`src/rtl/alu_pkg.sv`:
```
// Shared definitions for the ALU issue path.
//   op_e    : operation code, also used as the result-mux select
//   state_e : dispatcher FSM state encoding
//   op_onehot() : converts an op code to the one-hot unit start vector
package alu_pkg;

   typedef enum logic [1:0] {
      OP_SUM   = 2'b00,
      OP_AND   = 2'b01,
      OP_OR    = 2'b10,
      OP_SHIFT = 2'b11
   } op_e;

   typedef enum logic [1:0] {
      IDLE  = 2'b00,
      ISSUE = 2'b01,
      WAIT  = 2'b10,
      RESP  = 2'b11
   } state_e;

   function automatic logic [3:0] op_onehot(input logic [1:0] op);
      op_onehot = 4'b0001 << op;
   endfunction

endpackage

```
`src/rtl/dispatch_timer.sv`:
```
// Wait-phase timer for the ALU dispatcher.
//   clk, rst_n : clock and async active-low reset
//   clr        : force count to zero (held while not waiting)
//   inc        : advance count by one
//   tc         : count has reached TIMEOUT-1
module dispatch_timer #(
   parameter int TIMEOUT = 15
) (
   input  logic clk,
   input  logic rst_n,
   input  logic clr,
   input  logic inc,
   output logic tc
);

   localparam int TW = (TIMEOUT > 1) ? $clog2(TIMEOUT) : 1;

   logic [TW-1:0] cnt_q, cnt_d;

   assign tc = (cnt_q == TW'(TIMEOUT - 1));

   // Saturates at the terminal value so the count can never wrap.
   always_comb begin
      cnt_d = cnt_q;
      if (clr)
         cnt_d = '0;
      else if (inc && !tc)
         cnt_d = cnt_q + TW'(1);
   end

   always_ff @(posedge clk or negedge rst_n) begin
      if (!rst_n)
         cnt_q <= '0;
      else
         cnt_q <= cnt_d;
   end

endmodule

```
`src/rtl/alu_op_dispatcher.sv`:
```
// Issue side of the ALU result path: accepts one operation, starts the
// matching function unit, waits for it (with timeout) and presents the
// result-mux select until the consumer takes the result.
//   in_*      : request handshake and operands
//   u_*       : one-hot unit start, broadcast operands, unit handshakes
//   res_*     : result-mux select, result valid/error, consumer ready
//   spurious  : sticky flag, done seen from a unit that was not started
//   op_count  : retired operations (including timed-out ones), wraps
//
// state | meaning
// ------+--------------------------------------------------------
// IDLE  | ready for a request; operands latched on accept
// ISSUE | start asserted to the selected unit until it accepts
// WAIT  | waiting for the unit's done, timer running
// RESP  | result valid on the mux, held until consumer takes it
module alu_op_dispatcher
   import alu_pkg::*;
#(
   parameter int WIDTH   = 32,
   parameter int TIMEOUT = 15,
   parameter int CNT_W   = 16
) (
   input  logic             clk,
   input  logic             rst_n,
   input  logic             in_valid,
   output logic             in_ready,
   input  logic [1:0]       in_op,
   input  logic [WIDTH-1:0] in_a,
   input  logic [WIDTH-1:0] in_b,
   output logic [3:0]       u_valid,
   input  logic [3:0]       u_ready,
   output logic [WIDTH-1:0] u_a,
   output logic [WIDTH-1:0] u_b,
   input  logic [3:0]       u_done,
   output logic [1:0]       res_sel,
   output logic             res_valid,
   output logic             res_err,
   input  logic             res_ready,
   output logic             spurious,
   output logic [CNT_W-1:0] op_count
);

   state_e           state_q, state_d;
   op_e              op_q, op_d;
   logic [WIDTH-1:0] a_q, a_d;
   logic [WIDTH-1:0] b_q, b_d;
   logic             err_q, err_d;
   logic             spur_q, spur_d;
   logic [CNT_W-1:0] cnt_q, cnt_d;

   logic             tmr_clr;
   logic             tmr_inc;
   logic             tmr_tc;

   dispatch_timer #(.TIMEOUT(TIMEOUT)) u_timer (
      .clk   (clk),
      .rst_n (rst_n),
      .clr   (tmr_clr),
      .inc   (tmr_inc),
      .tc    (tmr_tc)
   );

   always_comb begin
      state_d = state_q;
      op_d    = op_q;
      a_d     = a_q;
      b_d     = b_q;
      err_d   = err_q;
      cnt_d   = cnt_q;
      tmr_clr = 1'b1;
      tmr_inc = 1'b0;
      // Any done from a unit other than the selected one is a protocol
      // violation; only meaningful while an operation is in flight.
      spur_d  = spur_q | ((state_q != IDLE) && (|(u_done & ~op_onehot(op_q))));

      case (state_q)
         IDLE: begin
            if (in_valid) begin
               op_d    = op_e'(in_op);
               a_d     = in_a;
               b_d     = in_b;
               err_d   = 1'b0;
               state_d = ISSUE;
            end
         end
         ISSUE: begin
            if (u_ready[op_q])
               state_d = WAIT;
         end
         WAIT: begin
            tmr_clr = 1'b0;
            tmr_inc = 1'b1;
            // done has priority over a timeout in the same cycle
            if (u_done[op_q]) begin
               err_d   = 1'b0;
               state_d = RESP;
            end else if (tmr_tc) begin
               err_d   = 1'b1;
               state_d = RESP;
            end
         end
         RESP: begin
            if (res_ready) begin
               cnt_d   = cnt_q + CNT_W'(1);
               state_d = IDLE;
            end
         end
         default: state_d = IDLE;
      endcase
   end

   always_ff @(posedge clk or negedge rst_n) begin
      if (!rst_n) begin
         state_q <= IDLE;
         op_q    <= OP_SUM;
         a_q     <= '0;
         b_q     <= '0;
         err_q   <= 1'b0;
         spur_q  <= 1'b0;
         cnt_q   <= '0;
      end else begin
         state_q <= state_d;
         op_q    <= op_d;
         a_q     <= a_d;
         b_q     <= b_d;
         err_q   <= err_d;
         spur_q  <= spur_d;
         cnt_q   <= cnt_d;
      end
   end

   // Decoded from state so reset drops the unit start immediately.
   assign in_ready  = (state_q == IDLE);
   assign u_valid   = (state_q == ISSUE) ? op_onehot(op_q) : 4'b0000;
   assign u_a       = a_q;
   assign u_b       = b_q;
   assign res_sel   = op_q;
   assign res_valid = (state_q == RESP);
   assign res_err   = res_valid & err_q;
   assign spurious  = spur_q;
   assign op_count  = cnt_q;

endmodule

```
`config.mk`:
```
export PLATFORM = sky130hd
export DESIGN_NAME = alu_op_dispatcher
export DESIGN_NICKNAME = d
export VERILOG_FILES = /design/src/rtl/alu_pkg.sv /design/src/rtl/dispatch_timer.sv /design/src/rtl/alu_op_dispatcher.sv
export SDC_FILE = /design/constraint.sdc
export NUM_CORES = 1
export LEC_CHECK = 0
export BUFFER_PORTS_ARGS = -buffer_cell sky130_fd_sc_hd__buf_2
export CORE_MARGIN = 5
export CORE_UTILIZATION = 50
export DETAILED_ROUTE_END_ITERATION = 7
export GPL_TIMING_DRIVEN = 0
export HOLD_SLACK_MARGIN = 0.06
export PLACE_DENSITY = 0.86
export SKIP_CTS_REPAIR_TIMING = 1
export SYNTH_ARGS = -nofsm -noshare
export SYNTH_HDL_FRONTEND = slang
export SYNTH_SLANG_ARGS = --single-unit
```
`constraint.sdc`:
```
create_clock -name clk -period 4.15 [get_ports clk]
set_clock_uncertainty 0.2 [all_clocks]
set_input_delay 0.83 -clock clk [delete_from_list [all_inputs] [get_ports clk]]
set_output_delay 0.83 -clock clk [all_outputs]
set_load 0.02 [all_outputs]
```
==> flow_metrics.tcl <==
set metrics [dict create \
    startpoint_type "register" \
    die_width_microns 97.06 \
    global_route_wire_length_before_repair_mm 14.84 \
    seq_area_sq_um 2252 \
    cp_max_fo 6 \
    post-route-drc-count 0 \
    sequential_area_share_after_synthesis_pct 59.43 \
    worstHoldPathType "in2async" \
    timing.critical_path.arrival_ns 1.55 \
    final_period_minus_worst_setup_slack_ns 2.578 \
    timing.fmax_mhz 387.9 \
    totalNegativeSetupSlack_ns 0 \
    endpoint_kind "primary output" \
    multiInputGateArea_sq_um 1465 \
    origin_of_the_worst_setup_path "state_q[1]$_DFFE_PN0P_" \
    finish.net_count 530 \
    design.core.area_sq_um 7331 \
    wire_per_inst_microns 16.33 \
    placement_rows 31 \
    syn_inst 265 \
    clock_insertion_delay_worst_skew_ns 0.34 \
    ir_worst_vdd_uv 438.8 \
    post-synth-top-area-fraction_pct 59.43 \
    place.detailed.instances 532 \
    die_h_microns 97.06 \
    drt.antenna.violating_nets 0 \
    syn-cell-area_sq_um 3790 \
    drt_wl_total_mm 8.951 \
    post_synth_num_cell_types 37 \
    clk_transition_reported_paths_ns 0.10 \
    internal_power_w 0.002262 \
    p_per_cell_area_nw_per_um2 762.2 \
    design.portCount 168 \
    worst_r2r_endpoint "u_a[30]$_DFFE_PN0P_" \
    critical_path_buf_inv_count 2 \
    worst_ep_required_time_ns 3.12 \
    slowest_cell_delay_on_critical_path_ns 0.42 \
    vias_per_cell 5.073 \
    final-hold-violation-count 0 \
    yosysWarnings 0 \
    setup.worst_path.class "reg2out" \
    synth_top_cells_by_area "dfrtp_1 (59%), mux2_2 (21%), xnor2_1 (2.8%)" \
    r2r_setup_slack_ns 1.76 \
    initial_antenna_violation_count 0 \
    p_total_w 0.003786 \
    mappedNetlistNets 351 \
    drv_cap 0 \
    min_period_over_period_pct 62.11 \
    finalSetupViolations 0 \
    global_route_usage_over_all_layers_pct 19.40 \
    status "completed" \
    grt_pass1_vias 3124 \
    num-fill-cells 543 \
    power.share.combinational_pct 46.4 \
    cts-root-to-sink-buffers 2 \
    portBuffers 167 \
    synth_area_leader_cell "dfrtp_1" \
    gp_congestion 0.8419 \
    critPathTopFamily "flip-flops" \
    syn_to_final_growth_pct 31.07 \
    total_vias_in_the_final_route 2780 \
    tritoncts_num_sinks 90 \
    critical_path.cell_chain "inv_1, ha_1, nor3b_1, buf_2" \
    cpMaxStageDelayCell "dfrtp_1" \
    grt_setup_unrepaired "false" \
    r2r_cells 6 \
    die_area_sq_um 9421 \
    cts_tree "built" \
    slew_viol_final 0 \
    antenna-diode-count 0 \
    total_switching_power_w 0.001524 \
    share_clk_of_total_power_pct 14.7 \
    drt_initial_violations 52 \
    crit-reg2reg-launch "state_q[0]$_DFFE_PN0P_" \
    minimum_hold_slack_ns 0.1344 \
    detailed_place.area_sq_um 4780 \
    dr.pass1.iters 5 \
    synth-seq-cells 90 \
    cts_buffers 9 \
    pin_count_of_the_biggest_net_entering_global_routing 77 \
    htree_num_levels 3 \
    total_leakage_power_nw 2.527 \
    finalInstanceArea_sq_um 4967 \
    drive_gt1_share_pct 59.02 \
    global_route.overflow_total 0 \
    place_hpwl_mm 7.207 \
    initial_utilization_pct 51.70 \
    stdcell_count 548 \
    power.switching_fraction_pct 40.25 \
    relSlewSlack_pct 63.20 \
    synth_area_per_cell_sq_um 14.30 \
    clock-root-buffer "clkbuf_8" \
    max_slew.worst_pin.slew_ns 0.5520 \
    seq_power_share_pct 38.8 \
]
cells in the mapped netlist:
cell type / number
mux2_2: 69
xor2_1: 5
a211oi_4: 1
a21oi_1: 1
nand3_1: 10
xnor2_1: 12
nand2b_1: 2
nor3b_1: 3
nor2b_1: 2
and3b_2: 1
a21boi_0: 1
dfrtp_1: 90
nor4b_1: 2
mux2i_1: 4
o211ai_1: 1
and2_1: 2
mux2_4: 1
inv_1: 7
a221o_1: 1
nor4_1: 1
nor4b_2: 1
and3b_4: 1
and3_2: 1
buf_2: 4
and3_1: 4
nor2_1: 5
a31o_2: 1
nand4_1: 2
ha_1: 8
buf_6: 1
nor3_1: 1
clkbuf_1: 4
o21ai_0: 2
a31oi_1: 3
nand2_1: 9
o211a_1: 1
o22ai_2: 1
stage by stage:
stage	utilization (%)	worst slack (ns)
2_1_floorplan	-	1.878
3_3_place_gp	64.79	1.317
3_5_place_dp	65.20	1.549
4_1_cts	67.76	1.560
5_1_grt	67.76	1.470
6_report	67.76	1.572
final cells by class:
type	count	share of cell area (%)
inverters	7	0.5290
clock buffers	11	2.846
well taps	99	2.494
flip-flops and latches	90	45.34
clock inverters	5	0.9320
multi-input cells	159	29.50
repair buffers	168	17.43
plain buffers	9	0.9320
layer usage:
| layer | share of wire (%) | up-vias | GRT usage, % |
|---|---|---|---|
| met1 | 38 | 1357 | 20.99 |
| li1 | - | 1283 | - |
| met4 | 1.9 | 0 | 7.451 |
| met5 | 0 | - | 0 |
| met3 | 9.8 | 15 | 7.681 |
| met2 | 51 | 125 | 34.02 |
worst max path at each step:
| stage | to | slack (ns) | cells after the start |
|---|---|---|---|
| 6_report | u_valid[0] | 1.57 | 4 |
| 5_1_grt | u_valid[0] | 1.47 | 4 |
| 4_1_cts | u_valid[0] | 1.56 | 4 |
| 3_5_place_dp | u_a[26]$_DFFE_PN0P_ | 1.55 | 5 |
| 3_3_place_gp | u_a[0]$_DFFE_PN0P_ | 1.32 | 1 |
| 2_1_floorplan | u_valid[0] | 1.88 | 2 |
power groups by stage:
stage	Combinational [W]	Clock [W]	Sequential [W]
global route	0.00189	0.000617	0.00152
global placement	0.00172	0	0.00145
CTS	0.00178	0.000573	0.00147
detailed placement	0.00178	0	0.00148
finish	0.00176	0.000558	0.00147
floorplan	0.000734	0	0.00190
registers in the layout (all words and copies together) (netlist names):
signal and flops:
u_a 32, u_b 32, op_count 16, u_timer.cnt_q 4, res_sel 2, state_q 2
err_q 1, spurious 1
layout by cell type, fill, tap and decap left out, drive strengths merged, types with 2 or more instances in the layout:
master	n
nor3b	3
a31oi	3
o21ai	2
ha	8
inv	10
nand2b	2
xor2	5
mux2	70
nor2b	2
nor4b	3
clkinv	2
clkbuf	15
dfrtp	90
buf	173
nor2	5
mux2i	4
and2	2
nand2	9
and3b	2
nand3	10
nand4	2
and3	5
xnor2	12
logic make-up (layout without fill, tap and decap cells):
logic type | Yosys count | after routing | share of synthesized area (%)
AO/OA/AOI/OAI | 13 | 13 | 2.905
multiplexers | 74 | 74 | 21.95
AND/OR/NAND/NOR | 47 | 47 | 7.230
adder cells (fa/ha/maj) | 8 | 8 | 2.641
flip-flops | 90 | 90 | 59.43
XOR/XNOR | 17 | 17 | 3.929
buffers and inverters | 16 | 200 | 1.915
Power figures use the tool's default switching activity.
